`src/rtl/bt_pkg.sv`:
```
// Shared types and width helpers for the decision-tree branch stage.
// Ports: none (package).
// Node word layout, low to high: fidx[IDX_W], thr[FEAT_W], leaf.
package bt_pkg;

    localparam int NUM_FEAT_DFLT = 4;
    localparam int FEAT_W_DFLT   = 8;

    // A single-feature tree still carries a one-bit index field.
    function automatic int idxWidth(input int numFeat);
        return (numFeat > 1) ? $clog2(numFeat) : 1;
    endfunction

    function automatic int memWidth(input int numFeat, input int featW);
        return 1 + featW + idxWidth(numFeat);
    endfunction

    localparam int IDX_W = idxWidth(NUM_FEAT_DFLT);
    localparam int MEM_W = memWidth(NUM_FEAT_DFLT, FEAT_W_DFLT);

    typedef enum logic [1:0] {
        IDLE,
        REQ,
        WAIT,
        ROUTE
    } branch_state_e;

    typedef enum logic [1:0] {
        R_BOT,
        R_RIGHT,
        R_LEAF
    } route_e;

endpackage

```
`src/rtl/bt_sync_fifo.sv`:
```
// Single-clock FIFO holding queued (sample, node) pairs for the branch stage.
// Latency: a pushed entry is visible on rdData the cycle after the push.
// Backpressure: push ignored while full, pop ignored while empty.
// Ports: clk, rst (sync, active-high); push/wrData write side; pop/rdData read side
//        (rdData shows the head entry, valid while !empty); full, empty status.
module bt_sync_fifo #(
    parameter int WIDTH = 8,
    parameter int DEPTH = 4
) (
    input  logic             clk,
    input  logic             rst,
    input  logic             push,
    input  logic [WIDTH-1:0] wrData,
    input  logic             pop,
    output logic [WIDTH-1:0] rdData,
    output logic             full,
    output logic             empty
);

    localparam int AW = $clog2(DEPTH);

    logic [WIDTH-1:0] mem [DEPTH];
    // The extra top bit separates "same slot, wrapped" (full) from "same slot" (empty).
    logic [AW:0]      wrPtr;
    logic [AW:0]      rdPtr;

    assign empty  = (wrPtr == rdPtr);
    assign full   = (wrPtr[AW] != rdPtr[AW]) && (wrPtr[AW-1:0] == rdPtr[AW-1:0]);
    assign rdData = mem[rdPtr[AW-1:0]];

    always_ff @(posedge clk) begin
        if (rst) begin
            wrPtr <= '0;
            rdPtr <= '0;
        end else begin
            if (push && !full) begin
                wrPtr <= wrPtr + (AW+1)'(1);
            end
            if (pop && !empty) begin
                rdPtr <= rdPtr + (AW+1)'(1);
            end
        end
    end

    // Storage is left unreset; only the pointers define what is valid.
    always_ff @(posedge clk) begin
        if (push && !full) begin
            mem[wrPtr[AW-1:0]] <= wrData;
        end
    end

endmodule

```
`src/rtl/branch_stage_pipe.sv`:
```
// Decision-tree internal node stage: fetch node word, compare feature, route to bottom/right/leaf.
// Latency: in_valid accepted in cycle N, popped in N+1, mem_req_valid in N+2; route after the response.
// Backpressure: in_ready drops when the input FIFO is full; a routed pair holds until its output's ready.
// Ports: clk, rst (sync, active-high); in_* input pairs; mem_req_* node fetch; mem_rsp_* node word;
//        bot_*, right_*, leaf_* output handshakes sharing out_sample/out_node/leaf_class;
//        err_fidx, err_ovf sticky error flags.
module branch_stage_pipe
    import bt_pkg::*;
#(
    parameter int NUM_FEAT = 4,
    parameter int FEAT_W   = 8,
    parameter int NODE_W   = 8,
    parameter int DEPTH    = 4,
    parameter int CMP_MODE = 0
) (
    input  logic                                   clk,
    input  logic                                   rst,
    input  logic                                   in_valid,
    output logic                                   in_ready,
    input  logic [NUM_FEAT*FEAT_W-1:0]             in_sample,
    input  logic [NODE_W-1:0]                      in_node,
    output logic                                   mem_req_valid,
    input  logic                                   mem_req_ready,
    output logic [NODE_W-1:0]                      mem_req_addr,
    input  logic                                   mem_rsp_valid,
    input  logic [memWidth(NUM_FEAT, FEAT_W)-1:0]  mem_rsp_data,
    output logic                                   bot_valid,
    input  logic                                   bot_ready,
    output logic                                   right_valid,
    input  logic                                   right_ready,
    output logic                                   leaf_valid,
    input  logic                                   leaf_ready,
    output logic [NUM_FEAT*FEAT_W-1:0]             out_sample,
    output logic [NODE_W-1:0]                      out_node,
    output logic [FEAT_W-1:0]                      leaf_class,
    output logic                                   err_fidx,
    output logic                                   err_ovf
);

    localparam int FIDX_W  = idxWidth(NUM_FEAT);
    localparam int WORD_W  = memWidth(NUM_FEAT, FEAT_W);
    localparam int SAMP_W  = NUM_FEAT * FEAT_W;
    localparam int ENTRY_W = SAMP_W + NODE_W;
    localparam logic [FIDX_W:0] NUM_FEAT_EXT = (FIDX_W+1)'(NUM_FEAT);

    branch_state_e       state;
    branch_state_e       stateNext;
    route_e              routeSel;
    route_e              routeNext;

    logic                fifoPush;
    logic                fifoPop;
    logic                fifoFull;
    logic                fifoEmpty;
    logic [ENTRY_W-1:0]  fifoHead;

    logic [SAMP_W-1:0]   workSample;
    logic [NODE_W-1:0]   workNode;
    logic [NODE_W-1:0]   outNode;
    logic [FEAT_W-1:0]   leafClass;
    logic                errFidx;
    logic                errOvf;

    logic                rspLeaf;
    logic [FEAT_W-1:0]   rspThr;
    logic [FIDX_W-1:0]   rspFidx;
    logic [FEAT_W-1:0]   feat;
    logic                fidxBad;
    logic                goBot;
    logic [NODE_W:0]     childWide;
    logic [NODE_W-1:0]   childNext;
    logic [FEAT_W-1:0]   classNext;
    logic                fidxHit;
    logic                ovfHit;
    logic                selReady;
    logic                rspTake;

    // ---------------- input queue ----------------
    assign in_ready = !fifoFull;
    assign fifoPush = in_valid && in_ready;

    bt_sync_fifo #(
        .WIDTH (ENTRY_W),
        .DEPTH (DEPTH)
    ) inFifo (
        .clk    (clk),
        .rst    (rst),
        .push   (fifoPush),
        .wrData ({in_node, in_sample}),
        .pop    (fifoPop),
        .rdData (fifoHead),
        .full   (fifoFull),
        .empty  (fifoEmpty)
    );

    // ---------------- FSM ----------------
    always_ff @(posedge clk) begin
        if (rst) begin
            state <= IDLE;
        end else begin
            state <= stateNext;
        end
    end

    always_comb begin
        selReady = 1'b0;
        case (routeSel)
            R_BOT:   selReady = bot_ready;
            R_RIGHT: selReady = right_ready;
            R_LEAF:  selReady = leaf_ready;
            default: selReady = 1'b0;
        endcase
    end

    always_comb begin
        stateNext = state;
        fifoPop   = 1'b0;
        case (state)
            IDLE: begin
                if (!fifoEmpty) begin
                    fifoPop   = 1'b1;
                    stateNext = REQ;
                end
            end
            REQ: begin
                if (mem_req_ready) begin
                    stateNext = WAIT;
                end
            end
            WAIT: begin
                if (mem_rsp_valid) begin
                    stateNext = ROUTE;
                end
            end
            ROUTE: begin
                if (selReady) begin
                    stateNext = IDLE;
                end
            end
            default: stateNext = IDLE;
        endcase
    end

    // Responses outside WAIT are strays (e.g. for a request dropped by reset).
    assign rspTake = (state == WAIT) && mem_rsp_valid;

    // ---------------- route decision ----------------
    assign rspLeaf = mem_rsp_data[WORD_W-1];
    assign rspThr  = mem_rsp_data[FIDX_W +: FEAT_W];
    assign rspFidx = mem_rsp_data[FIDX_W-1:0];

    always_comb begin
        // Mux by explicit match so an out-of-range index never slices past the sample.
        feat = '0;
        for (int k = 0; k < NUM_FEAT; k++) begin
            if (rspFidx == FIDX_W'(k)) begin
                feat = workSample[k*FEAT_W +: FEAT_W];
            end
        end
    end

    assign fidxBad   = ({1'b0, rspFidx} >= NUM_FEAT_EXT);
    assign goBot     = (CMP_MODE != 0) ? (feat <= rspThr) : (feat < rspThr);
    // {node, 0} is 2*node in NODE_W+1 bits; the top bit flags a child past the index range.
    assign childWide = {workNode, 1'b0} + (NODE_W+1)'(goBot ? 1 : 2);

    always_comb begin
        routeNext = R_LEAF;
        childNext = '0;
        classNext = '0;
        fidxHit   = 1'b0;
        ovfHit    = 1'b0;
        if (rspLeaf) begin
            classNext = rspThr;
        end else if (fidxBad) begin
            fidxHit = 1'b1;
        end else if (childWide[NODE_W]) begin
            ovfHit = 1'b1;
        end else begin
            routeNext = goBot ? R_BOT : R_RIGHT;
            childNext = childWide[NODE_W-1:0];
        end
    end

    // ---------------- working and output registers ----------------
    always_ff @(posedge clk) begin
        if (rst) begin
            workSample <= '0;
            workNode   <= '0;
            routeSel   <= R_BOT;
            outNode    <= '0;
            leafClass  <= '0;
            errFidx    <= 1'b0;
            errOvf     <= 1'b0;
        end else begin
            if (fifoPop) begin
                {workNode, workSample} <= fifoHead;
            end
            if (rspTake) begin
                routeSel  <= routeNext;
                outNode   <= childNext;
                leafClass <= classNext;
                if (fidxHit) begin
                    errFidx <= 1'b1;
                end
                if (ovfHit) begin
                    errOvf <= 1'b1;
                end
            end
        end
    end

    assign mem_req_valid = (state == REQ);
    assign mem_req_addr  = workNode;
    assign bot_valid     = (state == ROUTE) && (routeSel == R_BOT);
    assign right_valid   = (state == ROUTE) && (routeSel == R_RIGHT);
    assign leaf_valid    = (state == ROUTE) && (routeSel == R_LEAF);
    assign out_sample    = workSample;
    assign out_node      = outNode;
    assign leaf_class    = leafClass;
    assign err_fidx      = errFidx;
    assign err_ovf       = errOvf;

endmodule

```
`config.mk`:
```
export PLATFORM = sky130hd
export DESIGN_NAME = branch_stage_pipe
export DESIGN_NICKNAME = d
export VERILOG_FILES = /design/src/rtl/bt_pkg.sv /design/src/rtl/bt_sync_fifo.sv /design/src/rtl/branch_stage_pipe.sv
export SDC_FILE = /design/constraint.sdc
export NUM_CORES = 1
export LEC_CHECK = 0
export CAP_MARGIN = 5
export CORE_MARGIN = 2
export CORE_UTILIZATION = 49
export CTS_CLUSTER_SIZE = 25
export DETAILED_ROUTE_END_ITERATION = 10
export PLACE_DENSITY = 0.75
export SLEW_MARGIN = 20
export SYNTH_ARGS = -nofsm -noshare
export SYNTH_HDL_FRONTEND = slang
export SYNTH_SLANG_ARGS = --single-unit
```
`constraint.sdc`:
```
create_clock -name clk -period 3.55 [get_ports clk]
set_input_delay 0.71 -clock clk [delete_from_list [all_inputs] [get_ports clk]]
set_output_delay 0.71 -clock clk [all_outputs]
set_load 0.02 [all_outputs]
```
==> impl_metrics.csv, run 1 <==
group,metric,value,unit
status,outcome,"finished, final reports clean",
min_path,hp-class,"reg -> reg",
setup_path,rr_endpoint,"out_node[2]",
timing,worst_slew_pin_slew,0.885,ns
timing,min_period_over_period,95.3,%
grt,grt_pass1_vias,5505,
routing,post-route-drc-count,0,
yosys,yosysSeqAreaShare,68.9,%
power_and_ir_drop,p_switching,2.36,mW
power_and_ir_drop,p_seq_share,43.9,%
placed_design,globalplace.congestion,0.837,
yosys,yosys.area_share.xor_xnor,1.38,%
yosys,async_flop_share,0,%
timing,rsz0062_at_grt,"false",
flow_run,maxCapViolations,0,
yosys,synthAdderAreaFrac,2.67,%
cts,clockRootBuffer,"clkbuf_16",
yosys,synth_edf_count,160,
floorplanning,rows,49,
routing,vias,5271,
floorplanning,die_w,139,um
floorplanning,fp.coreArea,0.0179,mm2
cts,postCtsSetupBuffers,0,
grt,grt_pass1_wl,30300,um
grt,grt_max_degree,43,
setup_path,worst_setup_path_end_kind,"register",
power_and_ir_drop,power,7.80,mW
grt,antenna_found_initial,0,
timing,finalHoldViolations,0,
routing,wirelength,19300,um
routing,via_per_inst,5.48,
power_and_ir_drop,swShare,30.2,%
cells_and_area,drive_above_1_share,14.6,%
cts,cts_tree,"built",
power_and_ir_drop,combinationalPowerShare,27.2,%
cts,path_clk_slew,0.06,ns
yosys,synthMuxAreaShare,12.6,%
yosys,synthesis.area,0.00891,mm2
floorplanning,fp.dieH,139,um
setup_path,start_kind,"input port",
timing,tns,0,ns
timing,post-route-min-period,3.38,ns
timing,setup_viol,0,
cts,numCtsBuffers,23,
floorplanning,io_pins,122,
setup_path,cp_data_required_time,3.97,ns
timing,maxSlewHeadroom,41.0,%
power_and_ir_drop,power.leakage,3.79,nW
grt,grt_usage,20.1,%
yosys,synth_area_per_cell,15.3,um2
timing,max_freq,295,MHz
setup_path,arrival,3.80,ns
cts,clockBufferDepth,3,
placed_design,post-dp-hpwl,12700,um
yosys,synth_compound_area_share,4.83,%
cts,h-tree-depth,1,
cts,cts.sinks,227,
cts,cts_hold_buf,0,
routing,drt-initial-drc-count,413,
yosys,ys.flop_type,"edfxtp_1",
yosys,synthCells,584,
power_and_ir_drop,p_int,5.44,mW
cells_and_area,areaGrowthSynthToFinish,25.7,%
power_and_ir_drop,p_clk_share,28.8,%
setup_path,crit_path_start,"mem_rsp_data[0]",
power_and_ir_drop,power_density,696,mW/mm2
yosys,yosysUniqueCellTypes,37,
routing,firstDrtPassIters,5,
routing,wl_per_cell,20.0,um
cells_and_area,mostFrequentLayoutCell,"edfxtp_1",
timing,holdWs,0.457,ns
yosys,synth_top_family_by_area,"multiplexers",
cells_and_area,nets,793,
cts,clk_latency,0.51,ns
placed_design,io_buffers,120,
setup_path,crit_type,"in -> reg",
yosys,synthesis.nets,662,
setup_path,rrSetupSlack,0.46,ns
power_and_ir_drop,vdd_drop_max,0.392,mV
floorplanning,start_util,49.8,%
timing,fin_skew,0.0198,ns
yosys,ys_seq_elements,227,
setup_path,ff2ff_path_depth,12,
setup_path,worstPathMaxFanout,8,
setup_path,crit_path_end,"out_node[2]",
floorplanning,die_area,0.0193,mm2
yosys,yosysWarnings,0,
grt,overflow,0,
yosys,yosys.area_share.simple,7.20,%
cells_and_area,layout_common_cells,"edfxtp_1, clkdlybuf4s50_1, nand2_1, dfxtp_1, a21oi_1",
timing,drv_slew,0,
routing,antenna_left,0,
setup_path,r2r_start,"out_sample[4]",
-- cells in the mapped netlist (all sizes together) (3+ instances only) --
cell,instances,area [um2]
buf,15,83.8
mux2i,4,40.0
a31oi,3,18.8
edfxtp,160,4800
nor2,19,71.3
xnor2,10,87.6
nand2,98,368
dfxtp,67,1340
and2,6,37.5
mux4,47,1080
a22oi,8,60.1
ha,19,238
nand4,3,18.8
inv,17,63.8
clkbuf,16,60.1
a21oi,54,270
nand3,14,70.1
xor2,4,35.0
-- cells by family after synthesis --
| group | after synthesis |
|---|---|
| mux | 51 |
| other cells | 1 |
| xor+xnor | 14 |
| compound gates | 74 |
| flops | 227 |
| buf+inv | 48 |
| simple gates | 150 |
| fa+ha+maj | 19 |
-- critical path: stages --
cell and delay (ns):
dlygate4sd2_1 0.22, buf_6 0.15, buf_12 0.11, mux4_2 0.53, ha_4 0.26, nand3_1 0.08, a311o_2 0.11, a31oi_1 0.04
or4_4 0.58, ha_4 0.19, and3_1 0.20, a211o_1 0.31, nand2_4 0.12, a22oi_1 0.07, nor2_1 0.12
-- power by group through the flow --
stage / clock, mW / sequential [mW] / combinational [mW]
after global routing: 2.40 / 3.45 / 2.30
after CTS: 2.29 / 3.43 / 2.14
after global placement: 0 / 3.45 / 2.05
final: 2.25 / 3.43 / 2.12
after floorplan: 0 / 3.59 / 1.08
after detailed placement: 0 / 3.47 / 2.10
-- how the worst min path moves through the flow --
stage / start / endpoint / slack, ns / depth (start not counted)
global placement: leaf_class[3] / leaf_class[3] / 0.44 / 2
floorplan: routeSel[1] / routeSel[1] / 0.51 / 2
global route: leaf_class[5] / leaf_class[5] / 0.48 / 2
CTS: leaf_class[2] / leaf_class[2] / 0.46 / 2
finish: leaf_class[7] / leaf_class[7] / 0.46 / 2
detailed placement: leaf_class[2] / leaf_class[2] / 0.45 / 2
-- stage by stage --
step / cells / utilization, % / cell area, um2 / worst slack [ns]
2_1_floorplan: 584 / - / 8910 / 0.000245
3_3_place_gp: 919 / 58.5 / 10500 / -0.710
3_5_place_dp: 919 / 58.5 / 10500 / -0.776
4_1_cts: 961 / 62.5 / 11200 / 0.0956
5_1_grt: 961 / 62.6 / 11200 / 0.0244
6_report: 962 / 62.6 / 11200 / 0.166
-- sequential cells by signal, indices dropped and copies added (netlist names) --
register      cells
mem_req_addr      8
routeSel          2
out_sample       32
leaf_class        8
inFifo.wrPtr      3
state             2
err_ovf           1
inFifo.rdPtr      3
inFifo.mem      160
out_node          8
-- layout make-up --
cell class / instances / area (um2)
fillers: 1297 / 6700
repair buffers: 137 / 1390
clock buffers: 34 / 637
clock inverters: 8 / 70.1
inverters: 17 / 63.8
well taps: 229 / 287
diodes: 1 / 2.50
multi-input cells: 309 / 2600
flip-flops and latches: 227 / 6150
-- routing by layer --
| metal | routed length, um | track usage, % |
|---|---|---|
| met3 | 1030 | 3.83 |
| met5 | 0 | 0 |
| met2 | 9890 | 34.8 |
| met1 | 7760 | 25.6 |
| met4 | 609 | 6.70 |
-- timing repair --
action,4_1_cts,5_1_grt
resized for setup,13,2
endpoints found under the setup margin,10,7
cloned,0,0
pin swaps,5,0
No activity file was read; power rests on OpenSTA's default activity.
==> run 2, diff against run 1 <==
- SETUP_SLACK_MARGIN: not set -> 0.2
==> run 2 against run 1 <==
Against the previous run:
- hold slack lost 0.0016 ns
- fmax rose by 7.0%
- non-clock buffer count shrank 2
- die area did not move
- cell area increased by 0.11%
- sequential share of layout area is 0.062 points lower
- global-route usage decreased by 0.13 points
- clock power fell by 2%
- flip-flop and latch count stayed put
- routed wire length up 1.1%
- first-iteration DRC count fell by 4.6%
==> impl_metrics.csv, run 2 (same netlist as run 1, synthesis figures left out) <==
group,metric,value,unit
grt,top_usage_layer,"met2",
routing,firstDrtPassIters,7,
grt,grt_pass1_vias,5468,
routing,wl_per_cell,20.3,um
status,outcome,"finished, final reports clean",
cts,cts_hold_buf,0,
placed_design,place_area,0.0105,mm2
cts,clockBufferDepth,3,
timing,maxSlewHeadroom,27.3,%
cells_and_area,nets,791,
cells_and_area,mostFrequentLayoutCell,"edfxtp_1",
grt,grt_usage,19.9,%
timing,fin_skew,0.0186,ns
timing,min_period_over_period,89.1,%
grt,grtUsageMet1,25.7,%
cells_and_area,finalInstanceArea,0.0112,mm2
setup_path,ff2ff_path_depth,12,
floorplanning,fp.coreArea,0.0179,mm2
grt,grt_pass1_wl,29900,um
cells_and_area,post-route-util,62.7,%
timing,worst_slew_pin_slew,1.09,ns
cts,clk_latency,0.51,ns
routing,antenna_left,0,
timing,rsz0062_at_grt,"false",
cells_and_area,drive_above_1_share,15.5,%
placed_design,post-dp-hpwl,12600,um
min_path,hp-class,"reg -> reg",
setup_path,worst_setup_path_end_kind,"register",
min_path,whs_path_depth,2,
cells_and_area,seqCellArea,0.00615,mm2
placed_design,io_buffers,120,
setup_path,cp_data_required_time,3.97,ns
floorplanning,fp.dieH,139,um
routing,drt-initial-drc-count,394,
placed_design,globalplace.congestion,0.857,
routing,wirelength,19500,um
grt,antenna_found_initial,0,
cts,cts_tree,"built",
cts,h-tree-depth,1,
power_and_ir_drop,power_density,695,mW/mm2
power_and_ir_drop,power.leakage,3.75,nW
grt,grt_max_degree,43,
grt,overflow,0,
timing,setup_viol,0,
floorplanning,die_w,139,um
routing,via_per_inst,5.62,
timing,max_freq,316,MHz
cells_and_area,largest_reg_flops,160,
power_and_ir_drop,vdd_drop_max,0.421,mV
flow_run,maxCapViolations,0,
cells_and_area,antennaDiodeCount,0,
timing,finalHoldViolations,0,
cells_and_area,multiInputGateArea,0.00267,mm2
cts,clockRootBuffer,"clkbuf_16",
setup_path,start_kind,"input port",
power_and_ir_drop,power,7.80,mW
timing,post-route-min-period,3.16,ns
cells_and_area,areaGrowthSynthToFinish,25.8,%
setup_path,arrival,3.58,ns
floorplanning,start_util,49.8,%
floorplanning,rows,49,
cts,cts.sinks,227,
routing,post-route-drc-count,0,
cts,path_clk_slew,0.06,ns
cells_and_area,layout_common_cells,"edfxtp_1, clkdlybuf4s50_1, nand2_1, dfxtp_1, a21oi_1",
grt,grtUsageMet2,34.5,%
routing,vias,5388,
grt,grt.met3_usage,3.42,%
floorplanning,io_pins,122,
setup_path,worstPathMaxFanout,8,
setup_path,crit_type,"in -> reg",
timing,drv_slew,0,
floorplanning,die_area,0.0193,mm2
timing,holdWs,0.455,ns
cells_and_area,fill_cells,1281,
cts,numCtsBuffers,23,
run 2: worst paths after layout:
| check | startpoint | to | slack, ns |
|---|---|---|---|
| worst max register to register | out_sample[17] | out_node[2] | 0.48 |
| worst min register to register | leaf_class[4] | leaf_class[4] | 0.46 |
| worst max-delay path | mem_rsp_data[0] | out_node[2] | 0.39 |
| worst min-delay path | leaf_class[4] | leaf_class[4] | 0.46 |
run 2: power by group:
part / internal (mW) / switching (mW)
clock network: 1.28 / 0.931
registers: 3.15 / 0.291
logic: 0.988 / 1.16
total: 5.42 / 2.38
run 2: through the flow:
| step | instances | setup slack (ns) | setup TNS, ns |
|---|---|---|---|
| 3_5_place_dp | 915 | -0.560 | -5.58 |
| 5_1_grt | 959 | 0.273 | 0 |
| 2_1_floorplan | 584 | 0.203 | 0 |
| 4_1_cts | 958 | 0.228 | 0 |
| 3_3_place_gp | 915 | -0.460 | -4.56 |
| 6_report | 959 | 0.388 | 0 |
run 2: final cells by class:
cell class                 instances  share of cell area (%)
sequential                       227                    54.8
multi-input combinational        309                    23.8
timing repair buffer             135                    12.2
clock buffer                      35                    5.53
tap                              229                    2.55
inverter                          17                   0.569
clock inverter                     7                   0.535
run 2: critical path, cell delays in order:
cell	delay [ns]
clkbuf_2	0.10
buf_12	0.13
mux4_2	0.50
ha_1	0.31
nand3_1	0.11
a311o_2	0.12
a31oi_1	0.04
or4_4	0.53
ha_4	0.19
and3_4	0.18
a211o_1	0.31
nand2_4	0.13
a22oi_1	0.08
nor2_1	0.13
run 2: timing repair:
action / 4_1_cts / 5_1_grt
pin swaps: 6 / 6
resized for setup: 8 / 5
endpoints found under the hold margin: 0 / 0
setup buffers: 1 / 1
endpoints found under the setup margin: 11 / 9
run 2: per-layer routing:
metal / up-vias / routed length (um)
li1: 2439 / -
met1: 2684 / 7820
met2: 218 / 9840
met3: 47 / 1270
met4: 0 / 570
met5: - / 0
